`config.mk`:
```
export PLATFORM = sky130hd
export DESIGN_NAME = apb_gpio_slave
export DESIGN_NICKNAME = d
export VERILOG_FILES = /design/src/rtl/apb_pkg.sv /design/src/rtl/gpio_in_sync.sv /design/src/rtl/apb_gpio_slave.sv
export SDC_FILE = /design/constraint.sdc
export NUM_CORES = 1
export LEC_CHECK = 0
export BUFFER_PORTS_ARGS = -buffer_cell sky130_fd_sc_hd__clkbuf_2
export CAP_MARGIN = 25
export CELL_PAD_IN_SITES_DETAIL_PLACEMENT = 0
export CELL_PAD_IN_SITES_GLOBAL_PLACEMENT = 1
export CORE_MARGIN = 5
export CORE_UTILIZATION = 44
export DETAILED_ROUTE_END_ITERATION = 8
export HOLD_SLACK_MARGIN = 0.03
export PLACE_DENSITY = 0.95
export SKIP_LAST_GASP = 1
export SYNTH_ARGS = -nofsm -noshare
export SYNTH_HDL_FRONTEND = slang
export SYNTH_HIERARCHICAL = 1
export SYNTH_SLANG_ARGS = --single-unit
```
`constraint.sdc`:
```
create_clock -name PCLK -period 3.3 [get_ports PCLK]
set_clock_uncertainty 0.1 [all_clocks]
set_input_delay 0.66 -clock PCLK [delete_from_list [all_inputs] [get_ports PCLK]]
set_output_delay 0.66 -clock PCLK [all_outputs]
set_load 0.005 [all_outputs]
```
`src/rtl/apb_pkg.sv`:
```
// Shared definitions for the APB GPIO slave: transfer FSM encoding,
// register index map and the byte-lane write merge helper.
package apb_pkg;

  typedef enum logic [1:0] {
    ST_IDLE  = 2'd0,
    ST_WAIT  = 2'd1,
    ST_READY = 2'd2
  } apb_state_t;

  localparam logic [2:0] REG_DOUT = 3'd0;
  localparam logic [2:0] REG_DIR  = 3'd1;
  localparam logic [2:0] REG_DIN  = 3'd2;
  localparam logic [2:0] REG_IE   = 3'd3;
  localparam logic [2:0] REG_IS   = 3'd4;
  localparam logic [2:0] REG_POL  = 3'd5;

  // Merge works on a fixed wide word; callers zero-extend and slice back.
  localparam int MERGE_WIDTH = 64;
  localparam int MERGE_STRB  = MERGE_WIDTH / 8;

  function automatic logic [MERGE_WIDTH-1:0] strb_merge(
    input logic [MERGE_WIDTH-1:0] old_word,
    input logic [MERGE_WIDTH-1:0] new_word,
    input logic [MERGE_STRB-1:0]  strb
  );
    logic [MERGE_WIDTH-1:0] merged;
    merged = old_word;
    for (int i = 0; i < MERGE_STRB; i++) begin
      if (strb[i]) begin
        merged[i*8 +: 8] = new_word[i*8 +: 8];
      end
    end
    return merged;
  endfunction

endpackage

```
`src/rtl/gpio_in_sync.sv`:
```
// GPIO input path: two-flop synchroniser, one-cycle delayed copy and a
// polarity-selectable edge detector that stays quiet until primed.
module gpio_in_sync #(
  parameter int GPIO_WIDTH = 8
) (
  input  logic                  i_clk,
  input  logic                  i_rst_n,
  input  logic [GPIO_WIDTH-1:0] i_pins,
  input  logic [GPIO_WIDTH-1:0] i_pol,
  output logic [GPIO_WIDTH-1:0] o_din,
  output logic [GPIO_WIDTH-1:0] o_edge
);

  logic [GPIO_WIDTH-1:0] r_meta;
  logic [GPIO_WIDTH-1:0] r_din;
  logic [GPIO_WIDTH-1:0] r_din_q;
  logic [1:0]            r_prime;
  logic                  w_primed;
  logic [GPIO_WIDTH-1:0] w_rise;
  logic [GPIO_WIDTH-1:0] w_fall;

  always_ff @(posedge i_clk or negedge i_rst_n) begin
    if (!i_rst_n) begin
      r_meta  <= '0;
      r_din   <= '0;
      r_din_q <= '0;
      r_prime <= 2'd0;
    end else begin
      r_meta  <= i_pins;
      r_din   <= r_meta;
      r_din_q <= r_din;
      if (r_prime != 2'd3) begin
        r_prime <= r_prime + 2'd1;
      end
    end
  end

  // Pins already high at reset ripple through the pipeline; ignore them.
  assign w_primed = (r_prime == 2'd3);
  assign w_rise   = r_din & ~r_din_q;
  assign w_fall   = ~r_din & r_din_q;
  assign o_edge   = w_primed ? ((w_rise & ~i_pol) | (w_fall & i_pol)) : '0;
  assign o_din    = r_din;

endmodule

```
`src/rtl/apb_gpio_slave.sv`:
```
// APB slave exposing a small GPIO register file (DOUT, DIR, DIN, IE, IS, POL)
// with configurable wait states and a level edge-detect interrupt.
module apb_gpio_slave
  import apb_pkg::*;
#(
  parameter int DATA_WIDTH    = 32,
  parameter int ADDRESS_WIDTH = 4,
  parameter int STRB_WIDTH    = 4,
  parameter int GPIO_WIDTH    = 8,
  parameter int WAIT_STATES   = 1
) (
  input  logic                     PCLK,
  input  logic                     PRESETn,
  input  logic                     PSEL,
  input  logic                     PENABLE,
  input  logic                     PWRITE,
  input  logic [ADDRESS_WIDTH-1:0] PADDR,
  input  logic [DATA_WIDTH-1:0]    PWDATA,
  input  logic [STRB_WIDTH-1:0]    PSTRB,
  output logic [DATA_WIDTH-1:0]    PRDATA,
  output logic                     PREADY,
  output logic                     PSLVERR,
  input  logic [GPIO_WIDTH-1:0]    gpio_in,
  output logic [GPIO_WIDTH-1:0]    gpio_out,
  output logic [GPIO_WIDTH-1:0]    gpio_oe,
  output logic                     irq
);

  apb_state_t r_state;
  apb_state_t w_state_next;
  logic [3:0] r_cnt;
  logic [3:0] w_cnt_next;

  logic [GPIO_WIDTH-1:0] r_dout;
  logic [GPIO_WIDTH-1:0] r_dir;
  logic [GPIO_WIDTH-1:0] r_ie;
  logic [GPIO_WIDTH-1:0] r_is;
  logic [GPIO_WIDTH-1:0] r_pol;
  logic                  r_irq;

  logic [GPIO_WIDTH-1:0]  w_din;
  logic [GPIO_WIDTH-1:0]  w_edge;
  logic [2:0]             w_index;
  logic                   w_pready;
  logic                   w_err;
  logic                   w_commit;
  logic [GPIO_WIDTH-1:0]  w_rd_reg;
  logic [MERGE_WIDTH-1:0] w_merged_full;
  logic [MERGE_WIDTH-1:0] w_lanes_full;
  logic [GPIO_WIDTH-1:0]  w_merged;
  logic [GPIO_WIDTH-1:0]  w_clear;
  logic                   w_unused;

  gpio_in_sync #(
    .GPIO_WIDTH(GPIO_WIDTH)
  ) u_in_sync (
    .i_clk  (PCLK),
    .i_rst_n(PRESETn),
    .i_pins (gpio_in),
    .i_pol  (r_pol),
    .o_din  (w_din),
    .o_edge (w_edge)
  );

  always_ff @(posedge PCLK or negedge PRESETn) begin
    if (!PRESETn) begin
      r_state <= ST_IDLE;
      r_cnt   <= 4'd0;
    end else begin
      r_state <= w_state_next;
      r_cnt   <= w_cnt_next;
    end
  end

  // A setup phase is only accepted from IDLE; READY always returns to IDLE.
  always_comb begin
    w_state_next = r_state;
    w_cnt_next   = r_cnt;
    case (r_state)
      ST_IDLE: begin
        if (PSEL && !PENABLE) begin
          if (WAIT_STATES == 0) begin
            w_state_next = ST_READY;
          end else begin
            w_state_next = ST_WAIT;
            w_cnt_next   = 4'(WAIT_STATES);
          end
        end
      end
      ST_WAIT: begin
        if (!PSEL) begin
          w_state_next = ST_IDLE;
          w_cnt_next   = 4'd0;
        end else begin
          w_cnt_next = r_cnt - 4'd1;
          if (r_cnt == 4'd1) begin
            w_state_next = ST_READY;
          end
        end
      end
      ST_READY: begin
        w_state_next = ST_IDLE;
      end
      default: begin
        w_state_next = ST_IDLE;
        w_cnt_next   = 4'd0;
      end
    endcase
  end

  assign w_index  = PADDR[2:0];
  assign w_pready = (r_state == ST_READY) && PSEL && PENABLE;
  assign w_err    = (w_index == 3'd6) || (w_index == 3'd7) ||
                    (PWRITE && (w_index == REG_DIN));
  assign w_commit = w_pready && PWRITE && !w_err;

  always_comb begin
    w_rd_reg = '0;
    case (w_index)
      REG_DOUT: w_rd_reg = r_dout;
      REG_DIR:  w_rd_reg = r_dir;
      REG_DIN:  w_rd_reg = w_din;
      REG_IE:   w_rd_reg = r_ie;
      REG_IS:   w_rd_reg = r_is;
      REG_POL:  w_rd_reg = r_pol;
      default:  w_rd_reg = '0;
    endcase
  end

  // Lane mask for W1C reuses the merge helper with an all-zero old word.
  assign w_merged_full = strb_merge(MERGE_WIDTH'(w_rd_reg), MERGE_WIDTH'(PWDATA),
                                    MERGE_STRB'(PSTRB));
  assign w_lanes_full  = strb_merge('0, MERGE_WIDTH'(PWDATA), MERGE_STRB'(PSTRB));
  assign w_merged      = w_merged_full[GPIO_WIDTH-1:0];
  assign w_clear       = (w_commit && (w_index == REG_IS)) ?
                         w_lanes_full[GPIO_WIDTH-1:0] : '0;

  always_ff @(posedge PCLK or negedge PRESETn) begin
    if (!PRESETn) begin
      r_dout <= '0;
      r_dir  <= '0;
      r_ie   <= '0;
      r_is   <= '0;
      r_pol  <= '0;
      r_irq  <= 1'b0;
    end else begin
      if (w_commit) begin
        case (w_index)
          REG_DOUT: r_dout <= w_merged;
          REG_DIR:  r_dir  <= w_merged;
          REG_IE:   r_ie   <= w_merged;
          REG_POL:  r_pol  <= w_merged;
          default:  ;
        endcase
      end
      // A new edge on the clear cycle wins over the W1C.
      r_is  <= (r_is & ~w_clear) | w_edge;
      r_irq <= |(r_is & r_ie);
    end
  end

  assign PREADY   = w_pready;
  assign PSLVERR  = w_pready && w_err;
  assign PRDATA   = (w_pready && !PWRITE) ? DATA_WIDTH'(w_rd_reg) : '0;
  assign gpio_out = r_dout;
  assign gpio_oe  = r_dir;
  assign irq      = r_irq;

  assign w_unused = ^{PADDR[ADDRESS_WIDTH-1:3],
                      w_merged_full[MERGE_WIDTH-1:GPIO_WIDTH],
                      w_lanes_full[MERGE_WIDTH-1:GPIO_WIDTH]};

endmodule

```
==> results.tsv <==
stage	metric	value	unit
run_status	status	completed	
global_routing	number of global-route vias before repair	2580	
global_routing	GRT overflow	0	
synth	Synth area leaders	dfrtp_1 50%, mux2_2 12%, buf_4 5.3%	
layout	Area Overhead vs Synth	12.0	%
setup_path	Critical Path RT	2.54	ns
synth	library cells used by synthesis	46	
setup_path	crit path capture	PRDATA[6]	
power	PD cells	473	mW/mm^2
synth	Synth top area share	0.500	
setup_path	crit path launch type	primary input	
layout	share of layout cells above drive strength 1	0.319	
synth	ys flop type	dfrtp_1	
drt	remaining antenna violation count	0	
layout	ANT cells	0	
run	Max-cap violations	0	
power	Power Total	1.94	mW
setup_path	CP startpoint	PADDR[0]	
floorplanning	Die W	101	um
setup_path	R2R setup slack	1.24	ns
synth	top-count cell post-synth	dfrtp_1	
setup_path	worst setup path class	in -> out	
global_routing	first-pass GRT wire length	13.3	mm
cts	Sink Count	73	
sta	slew margin rel.	0.439	
placement	GPL Wtd Cong	0.853	
layout	fill count	709	
sta	RSZ-0062 raised after global routing	false	
synth	cell count after synthesis	306	
synth	cell taking the most area after synthesis	dfrtp_1	
synth	Seq/Total Area, Yosys	0.500	
setup_path	worst-path cell chain	clkbuf_2, buf_4, mux2i_1, o21ai_0, a211oi_1, nor2_1, clkbuf_2	
floorplanning	IO Count	104	
setup_path	CP delay by family, top	buffers and inverters	
synth	Mean Syn Cell Area	11.9	um^2
setup_path	sum of buffers and inverters on the critical path	3	
layout	register area	0.00183	mm^2
floorplanning	starting density of the core	0.449	
global_routing	Total GRT Usage	0.169	
synth	Ys Warns	6	
layout	nets	419	
sta	Worst-Margin Slew	0.841	ns
power	worst vdd ir	0.212	mV
cts	clock latency on the worst-skew pair	0.35	ns
synth	EDFF count, synth	0	
floorplanning	die area	0.0102	mm^2
cts	Post-CTS Setup Repair Bufs	0	
synth	Post-synth ARST share	1.00	
synth	Synth Register Bits	73	
setup_path	slowest stage cell, crit path	clkbuf_2	
drt	DRC	0	
cts	post-CTS sizing	0	
sta	Slew Viols, Final	0	
cts	CTS Hold Buffers Added	0	
drt	detailed-router iteration count before antenna repair	4	
floorplanning	Chip Height	101	um
setup_path	most frequent cell on the critical path	clkbuf_2	
cts	clk root buf	clkbuf_8	
floorplanning	num rows	33	
drt	vias per std cell	5.41	
setup_path	Critical Path Fanout Max	19	
cts	Worst-path clk slew	0.07	ns
drt	final wirelength	8.20	mm
sta	max frequency	344	MHz
floorplanning	Core Box Area	0.00813	mm^2
synth	leading cell types by count after synthesis	73 x dfrtp_1, 38 x mux2_2, 29 x nand2_1	
cts	cts bufs inserted	9	
placement	Final HPWL DP	6.00	mm
sta	Hold Fails Final Rpt	0	
sta	final setup vio count	0	
global_routing	antenna violations before repair	0	
cts	CTS max path bufs	2	
sta	fin crit share	0.881	
cts	CTS tree	yes	
setup_path	R2R depth	4	
setup_path	Worst path depth	7	
setup_path	FF-to-FF End	gpio_out[7]	
drt	DR WL/cell	17.4	um
setup_path	max incr delay on CP	0.39	ns
setup_path	R2R Path Start	r_state[0]	
min_path	Hold Crit Class	in -> async	
power	LEAKAGE	1.97	nW
sta	final setup TNS	0	ns
global_routing	pin count of the biggest net entering global routing	28	
layout	Multi-input gate area	0.00162	mm^2
cts	# H-tree levels	3	
sta	Tmin final	2.91	ns
drt	via count	2553	
setup_path	CP endpoint kind	primary output	
synth	Syn Std Cell Area	0.00365	mm^2
placement	PortBufs	51	
drt	Initial DRC Count	152	
setup_path	Critical Path AT	2.15	ns
-- flip-flops by register name (all words and copies together) (netlist names) --
register and cells:
gpio_oe 8, u_in_sync/r_prime 2, r_pol 8, u_in_sync/o_din 8, r_cnt 4, u_in_sync/r_din_q 8
r_is 8, u_in_sync/r_meta 8, irq 1, r_state 2, gpio_out 8, r_ie 8
-- metrics by stage --
step / instances / setup WS [ns] / hold slack [ns] / area [um^2] / util
after floorplan: 329 / 0.945 / 0.231 / 3740 / -
after global routing: 472 / 0.328 / 0.136 / 4090 / 0.503
after CTS: 472 / 0.414 / 0.114 / 4090 / 0.503
after global placement: 457 / 0.444 / 0.232 / 3910 / 0.481
after detailed placement: 457 / 0.409 / 0.236 / 3910 / 0.481
final: 472 / 0.394 / 0.108 / 4090 / 0.503
-- layout by cell type (no fill, tap or decap), types with 7 or more instances in the layout --
cell type / count
mux2_2: 38
mux2i_1: 7
nand4b_1: 8
dfrtp_1: 73
clkbuf_8: 12
inv_1: 9
conb_1: 24
a21o_1: 9
clkbuf_2: 50
nand4bb_1: 8
nand2_1: 29
nor2_1: 16
-- worst min-delay path by stage --
stage	startpoint	to	slack, ns	cells past startpoint
6_report	PRESETn	u_in_sync/r_meta[0]	0.11	1
3_3_place_gp	u_in_sync/r_meta[3]	u_in_sync/o_din[3]	0.23	0
5_1_grt	PRESETn	r_cnt[3]	0.14	1
2_1_floorplan	u_in_sync/r_meta[0]	u_in_sync/o_din[0]	0.23	0
4_1_cts	PRESETn	r_cnt[3]	0.11	1
3_5_place_dp	u_in_sync/r_meta[6]	u_in_sync/o_din[6]	0.24	0
-- cells by family (layout without fill, tap and decap cells) --
family,Yosys count,in the layout,synth area share
and+or+nand+nor,88,88,0.152
DFF,73,73,0.500
muxes,50,50,0.159
AOI/OAI and AO/OA,45,45,0.0898
buffers and inverters,43,81,0.0805
adders and majority gates,3,3,0.0103
xor gates and xnor gates,3,3,0.00720
other,1,24,0.00103
-- layer usage --
layer	GRT usage	wire length (um)	vias to the layer above
li1	-	-	1169
met1	0.227	3470	1250
met2	0.260	3840	116
met3	0.0436	705	18
met4	0.0757	180	0
met5	0	0	-
-- power by group --
| group | switching (mW) | internal (mW) |
|---|---|---|
| clock | 0.321 | 0.330 |
| sequential | 0.0548 | 0.956 |
| combinational | 0.143 | 0.132 |
-- area by class of cell --
type                            instances  share of cell area
Sequential cell                        73               0.446
Timing Repair Buffer                   57              0.0734
Clock buffer                           13              0.0413
Multi-Input combinational cell        213               0.395
Inverter                                9             0.00826
Clock inverter                          2             0.00306
Tap cell                              105              0.0321
Power figures use the tool's default switching activity.
